===== src/rtl/mips_mc_pc_control.sv =====
// Multicycle MIPS main control FSM: sequences PC, memory, IR, register-file and ALU controls.
// Optional MIPS_PC_CTRL_BNE_EN adds bne (opcode 000101) as a BRANCH variant taken on ~zero.
module mips_mc_pc_control #(
  parameter int unsigned USE_MEM_READY = 1
) (
  input  logic       clk,
  input  logic       rst_n,
  input  logic [5:0] opcode,
  input  logic       zero,
  input  logic       mem_ready,
  output logic       pc_en,
  output logic [1:0] pc_src,
  output logic       ior,
  output logic       mem_write,
  output logic       ir_write,
  output logic       reg_dst,
  output logic       mem_to_reg,
  output logic       reg_write,
  output logic       alu_src_a,
  output logic [1:0] alu_src_b,
  output logic [1:0] alu_op,
  output logic       illegal_op,
  output logic       instr_done,
  output logic [3:0] state_o
);

  typedef enum logic [3:0] {
    FETCH   = 4'd0,
    DECODE  = 4'd1,
    MEMADR  = 4'd2,
    MEMRD   = 4'd3,
    MEMWB   = 4'd4,
    MEMWR   = 4'd5,
    EXECUTE = 4'd6,
    ALUWB   = 4'd7,
    BRANCH  = 4'd8,
    ADDIEX  = 4'd9,
    ADDIWB  = 4'd10,
    JUMP    = 4'd11,
    TRAP    = 4'd12
  } state_t;

  localparam logic [5:0] OP_RTYPE = 6'b000000;
  localparam logic [5:0] OP_LW    = 6'b100011;
  localparam logic [5:0] OP_SW    = 6'b101011;
  localparam logic [5:0] OP_BEQ   = 6'b000100;
  localparam logic [5:0] OP_ADDI  = 6'b001000;
  localparam logic [5:0] OP_J     = 6'b000010;

  state_t state, state_next;
  logic   rdy;
  logic   br_take;
  logic   pc_en_c, ir_write_c, mem_write_c, reg_write_c;

  assign rdy     = (USE_MEM_READY != 0) ? mem_ready : 1'b1;
  assign state_o = state;

`ifdef MIPS_PC_CTRL_BNE_EN
  localparam logic [5:0] OP_BNE = 6'b000101;
  logic is_bne;

  always_ff @(posedge clk or negedge rst_n) begin
    if (!rst_n)              is_bne <= 1'b0;
    else if (state == DECODE) is_bne <= (opcode == OP_BNE);
  end

  assign br_take = is_bne ? ~zero : zero;
`else
  assign br_take = zero;
`endif

  always_ff @(posedge clk or negedge rst_n) begin
    if (!rst_n) state <= FETCH;
    else        state <= state_next;
  end

  always_comb begin
    state_next = FETCH;
    case (state)
      FETCH:   state_next = rdy ? DECODE : FETCH;
      DECODE: begin
        case (opcode)
          OP_LW, OP_SW: state_next = MEMADR;
          OP_RTYPE:     state_next = EXECUTE;
          OP_BEQ:       state_next = BRANCH;
`ifdef MIPS_PC_CTRL_BNE_EN
          OP_BNE:       state_next = BRANCH;
`endif
          OP_ADDI:      state_next = ADDIEX;
          OP_J:         state_next = JUMP;
          default:      state_next = TRAP;
        endcase
      end
      MEMADR:  state_next = (opcode == OP_SW) ? MEMWR : MEMRD;
      MEMRD:   state_next = rdy ? MEMWB : MEMRD;
      MEMWR:   state_next = rdy ? FETCH : MEMWR;
      EXECUTE: state_next = ALUWB;
      ADDIEX:  state_next = ADDIWB;
      default: state_next = FETCH;
    endcase
  end

  always_comb begin
    pc_en_c     = 1'b0;
    pc_src      = 2'b00;
    ior         = 1'b0;
    mem_write_c = 1'b0;
    ir_write_c  = 1'b0;
    reg_dst     = 1'b0;
    mem_to_reg  = 1'b0;
    reg_write_c = 1'b0;
    alu_src_a   = 1'b0;
    alu_src_b   = 2'b00;
    alu_op      = 2'b00;
    illegal_op  = 1'b0;
    instr_done  = 1'b0;
    case (state)
      FETCH: begin
        alu_src_b  = 2'b01;
        ir_write_c = rdy;
        pc_en_c    = rdy;
      end
      DECODE:  alu_src_b = 2'b11;
      MEMADR: begin
        alu_src_a = 1'b1;
        alu_src_b = 2'b10;
      end
      MEMRD:   ior = 1'b1;
      MEMWB: begin
        mem_to_reg  = 1'b1;
        reg_write_c = 1'b1;
        instr_done  = 1'b1;
      end
      MEMWR: begin
        ior         = 1'b1;
        mem_write_c = 1'b1;
        instr_done  = rdy;
      end
      EXECUTE: begin
        alu_src_a = 1'b1;
        alu_op    = 2'b10;
      end
      ALUWB: begin
        reg_dst     = 1'b1;
        reg_write_c = 1'b1;
        instr_done  = 1'b1;
      end
      BRANCH: begin
        alu_src_a  = 1'b1;
        alu_op     = 2'b01;
        pc_src     = 2'b01;
        pc_en_c    = br_take;
        instr_done = 1'b1;
      end
      ADDIEX: begin
        alu_src_a = 1'b1;
        alu_src_b = 2'b10;
      end
      ADDIWB: begin
        reg_write_c = 1'b1;
        instr_done  = 1'b1;
      end
      JUMP: begin
        pc_src     = 2'b10;
        pc_en_c    = 1'b1;
        instr_done = 1'b1;
      end
      TRAP: begin
        pc_src     = 2'b11;
        pc_en_c    = 1'b1;
        illegal_op = 1'b1;
        instr_done = 1'b1;
      end
      default: ;
    endcase
  end

  // Write enables are masked by rst_n so none can fire while reset is held.
  assign pc_en     = pc_en_c     & rst_n;
  assign ir_write  = ir_write_c  & rst_n;
  assign mem_write = mem_write_c & rst_n;
  assign reg_write = reg_write_c & rst_n;

endmodule


===== config.mk =====
export PLATFORM = sky130hd
export DESIGN_NAME = mips_mc_pc_control
export DESIGN_NICKNAME = d
export VERILOG_FILES = /design/src/rtl/mips_mc_pc_control.sv
export SDC_FILE = /design/constraint.sdc
export NUM_CORES = 1
export LEC_CHECK = 0
export CAP_MARGIN = 20
export CORE_MARGIN = 8
export CORE_UTILIZATION = 35
export DETAILED_ROUTE_END_ITERATION = 16
export MAX_ROUTING_LAYER = met4
export PLACE_DENSITY = 0.76
export SYNTH_ARGS = -nofsm -noshare
export SYNTH_HDL_FRONTEND = slang
export SYNTH_SLANG_ARGS = --single-unit

===== constraint.sdc =====
create_clock -name clk -period 1.5 [get_ports clk]
set_clock_uncertainty 0.1 [all_clocks]
set_input_delay 0.225 -clock clk [delete_from_list [all_inputs] [get_ports clk]]
set_output_delay 0.225 -clock clk [all_outputs]
set_load 0.05 [all_outputs]

==> results of run 1 <==
-- logic make-up after synthesis --
logic type      after synthesis  synth area share
flops                         4             0.172
xor+xnor                      2            0.0302
simple gates                 43             0.435
compound gates               22             0.267
mux                           2            0.0388
buf+inv                       8            0.0560
-- per-stage QoR --
step	TNS, ns	utilization	hold slack, ns	area, µm²	instances
global placement	-2.37	0.920	0.529	1400	151
detailed placement	-3.24	0.920	0.530	1400	151
floorplan	-4.47	-	-0.171	729	81
==> impl_metrics.csv, run 1 <==
group,metric,value,unit
synthesis,async_reset_ff_frac,1.00,
die,die_h,56.7,µm
synthesis,ys_ff_latch,4,
placed_design,hpwl,2420,µm
clocking,htree_levels,1,
synthesis,syn_area,581,µm²
die,initial_utilization,0.381,
run_status,tool.error,"[ERROR DPL-0038] Utilization greater than 100%, impossible to legalize",
synthesis,syn_inst,81,
synthesis,yosys_most_used_dff,"dfrtp_1",
synthesis,yosysMostFrequentCell,"nor2_1",
clocking,clock_sinks,4,
run_status,outcome,"aborted with a tool error",
clocking,postCtsResizedCells,77,
run_status,haltStage,"clock tree synthesis (4_1_cts)",
clocking,cts_buffer_depth,2,
synthesis,syn_avg_cell_area,7.17,µm²
synthesis,synth_edf_count,0,
placed_design,pre_cts_ws,-0.631,ns
synthesis,yosys.area.top_type_share,0.172,
die,io-pin-count,30,
synthesis,synthDistinctLibCells,39,
synthesis,yosysSeqAreaShare,0.172,
placed_design,gp_congestion,0.890,
die,die_x,56.7,µm
synthesis,yosysTopAreaCell,"dfrtp_1",
clocking,cts_buffers,3,
clocking,cts_hold_buf,0,
clocking,cts-root-buf,"clkbuf_4",
synthesis,synth_common_cells,"nor2_1 (13), dfrtp_1 (4), nand2_1 (4), o21ai_0 (4)",
clocking,postCtsSetupBuffers,18,
synthesis,synth_area_leaders,"dfrtp_1 (17%), nor2_1 (8.4%), mux2_2 (3.9%), nor3b_1 (3.9%), o21ai_0 (3.4%)",
die,rows,14,
synthesis,syn_nets,91,
placed_design,portBuffers,29,
synthesis,yosysWarnings,0,
==> run 2, diff against run 1 <==
--- a/config.mk
+++ b/config.mk
@@ -6,11 +6,10 @@
 export NUM_CORES = 1
 export LEC_CHECK = 0
 export CAP_MARGIN = 20
-export CORE_MARGIN = 8
-export CORE_UTILIZATION = 35
+export CORE_AREA = 8 8 69 71
 export DETAILED_ROUTE_END_ITERATION = 16
-export MAX_ROUTING_LAYER = met4
-export PLACE_DENSITY = 0.76
+export DIE_AREA = 0 0 77 79
+export PLACE_DENSITY_LB_ADDON = 0.15
 export SYNTH_ARGS = -nofsm -noshare
 export SYNTH_HDL_FRONTEND = slang
 export SYNTH_SLANG_ARGS = --single-unit
==> constraint.sdc (replaced) <==
create_clock -name clk -period 2 [get_ports clk]
set_clock_uncertainty 0.1 [all_clocks]
set_input_delay 0.3 -clock clk [delete_from_list [all_inputs] [get_ports clk]]
set_output_delay 0.3 -clock clk [all_outputs]
set_load 0.05 [all_outputs]
==> run 2 against run 1 <==
- the run now ends clean
- synthesized cell count stayed put
- area after synthesis stayed put
==> impl_metrics.csv, run 2 <==
group,metric,value,unit
run_status,outcome,"completed",
global_route,grt_pass1_vias,786,
timing,rsz0062_at_grt,"no",
setup_path,rr_startpoint,"state_o[0]$_DFF_PN0_",
setup_path,crit_type,"register to output port",
clocking,cts_buffers,3,
cells_and_area,areaGrowthSynthToFinish,139,%
timing,fin_crit_sh,0.970,
die,dieArea,6080,µm²
setup_path,rrSetupSlack,0.26,ns
timing,maxSlewViolCount,0,
clocking,cts_buffer_depth,2,
synthesis,synth_area_leaders,"dfrtp_1 (17%), nor2_1 (8.4%), mux2_2 (3.9%), nor3b_1 (3.9%), o21ai_0 (3.4%)",
drt,drc,0,
die,rows,23,
drt,postRouteWirelength,2240,µm
synthesis,yosys_most_used_dff,"dfrtp_1",
cells_and_area,drive_gt1_frac,0.591,
setup_path,reg2reg_depth,5,
placed_design,pre_cts_ws,-0.117,ns
setup_path,r2r_end,"state_o[2]$_DFF_PN0_",
drt,via_per_inst,4.32,
setup_path,end_kind,"output port",
pwr,vdd_ir_drop_max,335,µV
die,die_x,77,µm
cells_and_area,layout_common_cells,"buf_4 (25), buf_12 (16), nor2_1 (8), clkdlybuf4s50_1 (8)",
global_route,grt.overflow.total,0,
clocking,cts_hold_buf,0,
synthesis,synthDistinctLibCells,39,
setup_path,crit_fanout,11,
cells_and_area,regArea,108,µm²
cells_and_area,diodes,0,
timing,setup_slack,0.0594,ns
timing,setup_viol,0,
synthesis,yosysMostFrequentCell,"nor2_1",
synthesis,yosys.area.top_type_share,0.172,
synthesis,yosysSeqAreaShare,0.172,
cells_and_area,largest_reg_flops,4,
die,io-pin-count,30,
cells_and_area,multi_input_area,574,µm²
cells_and_area,fillers,421,
synthesis,yosysWarnings,0,
pwr,total_power,2.20,mW
run,drv_cap,0,
global_route,grt_max_degree,15,
synthesis,async_reset_ff_frac,1.00,
die,fp.coreArea,3800,µm²
global_route,grt_pass1_wl,3800,µm
synthesis,syn_avg_cell_area,7.17,µm²
drt,drt_iter0_markers,8,
synthesis,synth_common_cells,"nor2_1 (13), dfrtp_1 (4), nand2_1 (4), o21ai_0 (4)",
timing,worst_slew_pin_slew,0.386,ns
drt,detail-route-antenna-nets,0,
pwr,pwr_density_cell,1580,nW/µm²
synthesis,yosysTopAreaCell,"dfrtp_1",
drt,wl_per_cell,12.6,µm
global_route,antenna_found_initial,0,
clocking,htree_levels,1,
placed_design,portBuffers,29,
cells_and_area,final_common_cell,"buf_4",
placed_design,hpwl,1790,µm
setup_path,cp.arrival,1.54,ns
timing,max-slew-margin-rel,0.742,
synthesis,syn_nets,91,
clocking,cts-root-buf,"clkbuf_8",
cells_and_area,nets,139,
timing,max_freq,515,MHz
clocking,cts.clk_slew.worst_paths,0.03,ns
synthesis,ys_ff_latch,4,
clocking,clock_latency,0.21,ns
timing,period_minus_slack,1.94,ns
timing,hold_viol,0,
timing,setup-tns-final,0,ns
setup_path,critPathLaunchType,"register",
placed_design,gp_congestion,0.737,
clocking,cts_tree,"yes",
min_path,hp-class,"primary input to async pin",
drt,vias,764,
setup_path,crit_required,1.60,ns
pwr,leakagePower,0.548,nW
synthesis,syn_area,581,µm²
timing,whs,0.250,ns
die,initial_utilization,0.153,
clocking,clock_sinks,4,
synthesis,syn_inst,81,
global_route,grtUsageTotal,0.0749,
synthesis,synth_edf_count,0,
drt,drt_pass1_iterations,4,
die,die_h,79,µm
-- run 2: through the flow --
stage | std cells | utilization | instance area [µm²]
floorplan | 81 | - | 691
global placement | 166 | 0.328 | 1250
detailed placement | 166 | 0.328 | 1250
CTS | 173 | 0.350 | 1330
global route | 177 | 0.366 | 1390
finish | 177 | 0.366 | 1390
-- run 2: worst max path at each step --
stage                                     from                   end  slack [ns]  depth (start not counted)
after floorplan           state_o[3]$_DFF_PN0_            instr_done       -0.10                          4
after global placement               opcode[1]  state_o[2]$_DFF_PN0_       -0.11                          6
after detailed placement             opcode[1]  state_o[2]$_DFF_PN0_       -0.12                          6
after CTS                 state_o[2]$_DFF_PN0_             reg_write       0.002                          5
after global routing      state_o[3]$_DFF_PN0_             reg_write       0.002                          5
final                     state_o[3]$_DFF_PN0_             reg_write        0.06                          5
-- run 2: layer usage --
metal	vias to the layer above	GRT usage	wire length, µm
met5	-	0	0
met4	0	0.0396	0
met3	0	0.0147	81
met2	19	0.127	1130
met1	351	0.0874	1030
li1	394	-	-
-- run 2: cell type report --
class                      instances  area share
timing repair buffer              50       0.432
tap                               50      0.0450
multi-input combinational         69       0.413
clock buffer                       3      0.0297
inverter                           1     0.00270
sequential                         4      0.0774
-- run 2: logic make-up after synthesis --
group,after synthesis,synth area share
AND/OR/NAND/NOR,43,0.435
AO/OA/AOI/OAI,22,0.267
buffers and inverters,8,0.0560
flip-flops,4,0.172
XOR/XNOR,2,0.0302
multiplexers,2,0.0388
-- run 2: timing repair --
action,in CTS,in global routing
pin swaps,0,1
endpoints found under the setup margin,5,6
setup buffers,4,4
resized for setup,3,9
-- run 2: worst max-delay path, cell delays in order, from the launching register on --
cell and delay [ns]:
dfrtp_2 0.49, nand2b_1 0.19, mux2_2 0.26, nor2_1 0.12
o21a_4 0.14, buf_12 0.13
-- run 2: power breakdown --
group	switching, mW	internal [mW]	total [mW]
Sequential	0.123	0.121	0.245
Clock	0.0376	0.128	0.165
Combinational	0.946	0.847	1.79
Total	1.11	1.10	2.20
No activity file was read; power rests on OpenSTA's default activity.
==> run 3, diff against run 2 <==
--- a/config.mk
+++ b/config.mk
@@ -6,10 +6,13 @@
 export NUM_CORES = 1
 export LEC_CHECK = 0
 export CAP_MARGIN = 20
+export CELL_PAD_IN_SITES_DETAIL_PLACEMENT = 0
+export CELL_PAD_IN_SITES_GLOBAL_PLACEMENT = 1
 export CORE_AREA = 8 8 69 71
 export DETAILED_ROUTE_END_ITERATION = 16
 export DIE_AREA = 0 0 77 79
 export PLACE_DENSITY_LB_ADDON = 0.15
+export SKIP_LAST_GASP = 1
 export SYNTH_ARGS = -nofsm -noshare
 export SYNTH_HDL_FRONTEND = slang
 export SYNTH_SLANG_ARGS = --single-unit
==> run 3 against run 2 <==
- clock power is 3% higher
- die area stayed put
- non-clock buffer count is 1 higher
- flip-flop and latch count stayed put
- combinational power hardly changed
- critical path depth stayed put
- largest cell class unchanged
==> impl_metrics.csv, run 3 (same netlist as run 2, synthesis figures left out) <==
group,metric,value,unit
timing,maxSlewViolCount,0,
cells_and_area,nets,140,
die,die_x,77,µm
cells_and_area,final_common_cell,"buf_4",
global_route,grt_busiest_layer,"met2",
pwr,total_power,2.20,mW
setup_path,crit_type,"register to output port",
setup_path,critPathLaunchType,"register",
clocking,cts_buffers,3,
drt,postRouteWirelength,2450,µm
global_route,grtUsageTotal,0.0805,
clocking,cts.clk_slew.worst_paths,0.03,ns
placed_design,gp_congestion,0.772,
setup_path,end_kind,"output port",
min_path,hp-class,"primary input to async pin",
global_route,met1_usage,0.0892,
global_route,grt_util_met2,0.142,
die,die_h,79,µm
timing,max_freq,519,MHz
global_route,grt_pass1_vias,814,
global_route,grt_max_degree,15,
clocking,clock_latency,0.22,ns
global_route,grt_pass1_wl,3990,µm
timing,hold_viol,0,
die,rows,23,
timing,setup_slack,0.0723,ns
clocking,htree_levels,1,
placed_design,hpwl,1940,µm
global_route,antenna_found_initial,0,
run,drv_cap,0,
setup_path,crit_fanout,13,
clocking,cts_buffer_depth,2,
timing,max-slew-margin-rel,0.645,
timing,setup_viol,0,
clocking,cts-root-buf,"clkbuf_8",
drt,drc,0,
pwr,leakagePower,0.541,nW
die,fp.coreArea,3800,µm²
cells_and_area,drive_gt1_frac,0.570,
clocking,cts_tree,"yes",
cells_and_area,layout_common_cells,"buf_4 (26), buf_12 (16), nor2_1 (9)",
run_status,outcome,"completed",
drt,detail-route-antenna-nets,0,
cells_and_area,largest_reg_flops,4,
timing,rsz0062_at_grt,"yes",
clocking,clock_sinks,4,
pwr,pwr_density_cell,1600,nW/µm²
die,dieArea,6080,µm²
drt,wl_per_cell,13.8,µm
drt,via_per_inst,4.48,
timing,fin_crit_sh,0.964,
setup_path,crit_required,1.60,ns
cells_and_area,areaGrowthSynthToFinish,136,%
global_route,grt_use_met3,0.0158,
setup_path,cp.arrival,1.53,ns
drt,drt_pass1_iterations,4,
placed_design,pre_cts_ws,-0.161,ns
die,initial_utilization,0.153,
timing,period_minus_slack,1.93,ns
global_route,grt.overflow.total,0,
drt,drt_iter0_markers,37,
clocking,cts_hold_buf,0,
cells_and_area,diodes,0,
placed_design,portBuffers,29,
timing,setup-tns-final,0,ns
pwr,vdd_ir_drop_max,457,µV
timing,worst_slew_pin_slew,0.519,ns
die,io-pin-count,30,
drt,vias,797,
-- run 3: cell types whose count changed in the layout (fill, tap and decap cells not counted), sizes merged --
cell / before / now
buf: 41 / 42
-- run 3: report_power, final --
group	switching, mW	leakage [nW]	internal (mW)
Clock	0.0413	0.0216	0.128
Combinational	0.961	0.473	0.841
Sequential	0.106	0.0465	0.122
Total	1.11	0.541	1.09
-- run 3: layout make-up --
type                            instances  area, µm²
Clock buffer                            3       41.3
Fill cell                             410       2430
Inverter                                1       3.75
Multi-Input combinational cell         69        548
Sequential cell                         4        108
Tap cell                               50       62.6
Timing Repair Buffer                   51        608
-- run 3: final timing paths --
| check | start | to | slack (ns) | depth (start not counted) |
|---|---|---|---|---|
| max in group asynchronous | rst_n | state_o[1]$_DFF_PN0_ | 1.23 | 2 |
| max | state_o[2]$_DFF_PN0_ | reg_write | 0.07 | 5 |
| max reg2reg | state_o[2]$_DFF_PN0_ | state_o[2]$_DFF_PN0_ | 0.18 | 4 |
| min in group clk | state_o[3]$_DFF_PN0_ | state_o[0]$_DFF_PN0_ | 0.49 | 1 |
| min | rst_n | state_o[0]$_DFF_PN0_ | 0.22 | 1 |
| min reg2reg | state_o[3]$_DFF_PN0_ | state_o[0]$_DFF_PN0_ | 0.49 | 1 |
-- run 3: stage by stage --
step / std cells / hold slack [ns] / cell area [µm²] / util
after floorplan: 81 / -0.0956 / 691 / -
after global placement: 167 / 0.445 / 1250 / 0.330
after detailed placement: 167 / 0.454 / 1250 / 0.330
after CTS: 171 / 0.225 / 1310 / 0.344
after global routing: 178 / 0.233 / 1370 / 0.361
final: 178 / 0.220 / 1370 / 0.361
-- run 3: critical path, cell delays in order (launching register included) --
cell      delay, ns
dfrtp_2        0.48
nand2b_1       0.18
mux2_2         0.26
nor2_1         0.11
o21a_4         0.14
buf_12         0.13
-- run 3: per-layer routing --
| layer | part of all wire | up-vias |
|---|---|---|
| met5 | 0 | - |
| met4 | 0.0090 | 0 |
| met3 | 0.036 | 2 |
| met2 | 0.51 | 21 |
| met1 | 0.44 | 379 |
| li1 | - | 395 |
-- run 3: what timing repair did --
action	CTS	global route
gates cloned	0	0
pin swaps	0	1
endpoints found under the setup margin	5	7
resized for setup	1	5
buffers inserted	1	7
==> run 4, diff against run 3 <==
--- a/config.mk
+++ b/config.mk
@@ -8,9 +8,10 @@
 export CAP_MARGIN = 20
 export CELL_PAD_IN_SITES_DETAIL_PLACEMENT = 0
 export CELL_PAD_IN_SITES_GLOBAL_PLACEMENT = 1
-export CORE_AREA = 8 8 69 71
+export CORE_AREA = 2 2 63 65
 export DETAILED_ROUTE_END_ITERATION = 16
-export DIE_AREA = 0 0 77 79
+export DIE_AREA = 0 0 65 67
+export MAX_ROUTING_LAYER = met4
 export PLACE_DENSITY_LB_ADDON = 0.15
 export SKIP_LAST_GASP = 1
 export SYNTH_ARGS = -nofsm -noshare
==> run 4 against run 3 <==
- sequential power down 8%
- routed wire length down 12%
- non-clock buffer count unchanged
- utilization up 2.2 points
- critical path depth unchanged
- cell area up 0.73%
- global-route usage up 3.4 points
- die area down 28%
- cell count down 1.1%
- clock power about the same
- largest power group unchanged
- sequential share of layout area down 0.24 points
==> impl_metrics.csv, run 4 (same netlist as run 2, synthesis figures left out) <==
group,metric,value,unit
drt,drc,0,
pwr,p_sw_frac,0.501,
placed_design,dpl_cell_area,1250,µm²
pwr,p_switching,1.10,mW
global_route,grt_max_degree,15,
cells_and_area,layout_common_cells,"buf_4 (25), buf_12 (17), clkdlybuf4s50_1 (9)",
timing,maxSlewViolCount,0,
pwr,total_power,2.20,mW
timing,hold_viol,0,
setup_path,cp.arrival,1.53,ns
global_route,grt.overflow.total,0,
drt,wl_per_cell,12.3,µm
pwr,vdd_ir_drop_max,372,µV
die,io-pin-count,30,
run_status,outcome,"completed",
global_route,grtUsageTotal,0.115,
drt,detail-route-antenna-nets,0,
clocking,cts.clk_slew.worst_paths,0.03,ns
placed_design,hpwl,1690,µm
cells_and_area,largest_reg_flops,4,
drt,via_per_inst,4.56,
timing,max-slew-margin-rel,0.741,
setup_path,crit_fanout,3,
clocking,cts_buffer_depth,2,
setup_path,rrSetupSlack,0.28,ns
placed_design,dpl.cell_count,165,
cells_and_area,nets,140,
cells_and_area,fin_area,1380,µm²
cells_and_area,drive_gt1_frac,0.570,
cells_and_area,regArea,105,µm²
global_route,grt_pass1_wl,3710,µm
global_route,grt_pass1_vias,788,
die,die_h,67,µm
min_path,hp-class,"primary input to async pin",
timing,worst_slew_pin_slew,0.379,ns
timing,fin_crit_sh,0.963,
placed_design,gp_congestion,0.738,
timing,period_minus_slack,1.93,ns
cells_and_area,instances_no_fill,176,
drt,drt_iter0_markers,36,
pwr,p_int,1.10,mW
clocking,htree_levels,1,
die,dieArea,4360,µm²
setup_path,crit_type,"primary input to output port",
setup_path,critPathLaunchType,"primary input",
die,die_x,65,µm
timing,rsz0062_at_grt,"yes",
clocking,cts_buffers,3,
run,drv_cap,0,
drt,postRouteWirelength,2170,µm
pwr,p_comb_frac,0.826,
pwr,pwr_density_cell,1590,nW/µm²
clocking,clock_latency,0.22,ns
cells_and_area,multi_input_area,553,µm²
die,initial_utilization,0.161,
pwr,power_frac_clock,0.079,
setup_path,reg2reg_depth,6,
cells_and_area,fillers,375,
cells_and_area,diodes,0,
clocking,cts_tree,"yes",
clocking,cts-root-buf,"clkbuf_8",
setup_path,end_kind,"output port",
timing,setup_viol,0,
setup_path,crit_required,1.60,ns
pwr,leakagePower,0.538,nW
die,rows,22,
timing,setup-tns-final,0,ns
timing,max_freq,519,MHz
placed_design,portBuffers,29,
drt,vias,802,
drt,drt_pass1_iterations,4,
global_route,antenna_found_initial,0,
clocking,clock_sinks,4,
pwr,seqPwrFrac,0.095,
cells_and_area,final_common_cell,"buf_4",
cells_and_area,areaGrowthSynthToFinish,138,%
die,fp.coreArea,3610,µm²
## run 4: path summary, 6_finish.rpt
path,start,endpoint
worst max-delay path,mem_ready,instr_done
worst min-delay path,rst_n,state_o[0]$_DFF_PN0_
worst max register to register,state_o[1]$_DFF_PN0_,state_o[2]$_DFF_PN0_
worst min register to register,state_o[3]$_DFF_PN0_,state_o[0]$_DFF_PN0_
max in group asynchronous,rst_n,state_o[2]$_DFF_PN0_
min in group clk,state_o[3]$_DFF_PN0_,state_o[0]$_DFF_PN0_
## run 4: area by class of cell
| type | count | area share |
|---|---|---|
| Clock buffer | 3 | 0.0299 |
| Sequential cell | 4 | 0.0761 |
| Tap cell | 48 | 0.0435 |
| Inverter | 1 | 0.00272 |
| Timing Repair Buffer | 51 | 0.447 |
| Multi-Input combinational cell | 69 | 0.400 |
## run 4: layer usage
metal	global-route usage	vias up	share of wire
li1	-	398	-
met1	0.122	368	0.40
met2	0.205	32	0.52
met3	0.0220	4	0.063
met4	0.0559	0	0.016
met5	-	-	0
## run 4: per-stage QoR
step / hold slack (ns) / util / setup slack [ns]
floorplan: -0.0956 / - / -0.102
global placement: 0.459 / 0.347 / -0.111
detailed placement: 0.457 / 0.347 / -0.112
CTS: 0.225 / 0.373 / 0.00137
global route: 0.241 / 0.383 / -0.0136
finish: 0.218 / 0.383 / 0.0740
## run 4: power by group through the flow
stage,Combinational (mW),Sequential (mW),Clock [mW]
CTS,1.75,0.228,0.176
finish,1.82,0.209,0.173
global route,1.92,0.219,0.184
floorplan,0.952,0.255,0
detailed placement,1.66,0.251,0
global placement,1.66,0.247,0
## run 4: worst max-delay path: stages
cell             delay, ns
clkdlybuf4s50_1       0.51
a21oi_1               0.08
a21o_1                0.18
a221oi_4              0.27
buf_12                0.18
## run 4: repair_timing
action | in CTS | in global routing
pin swaps | 0 | 1
buffers inserted | 5 | 3
hold buffers | 0 | 0
setup endpoints to repair | 2 | 4
gates resized for setup | 1 | 2
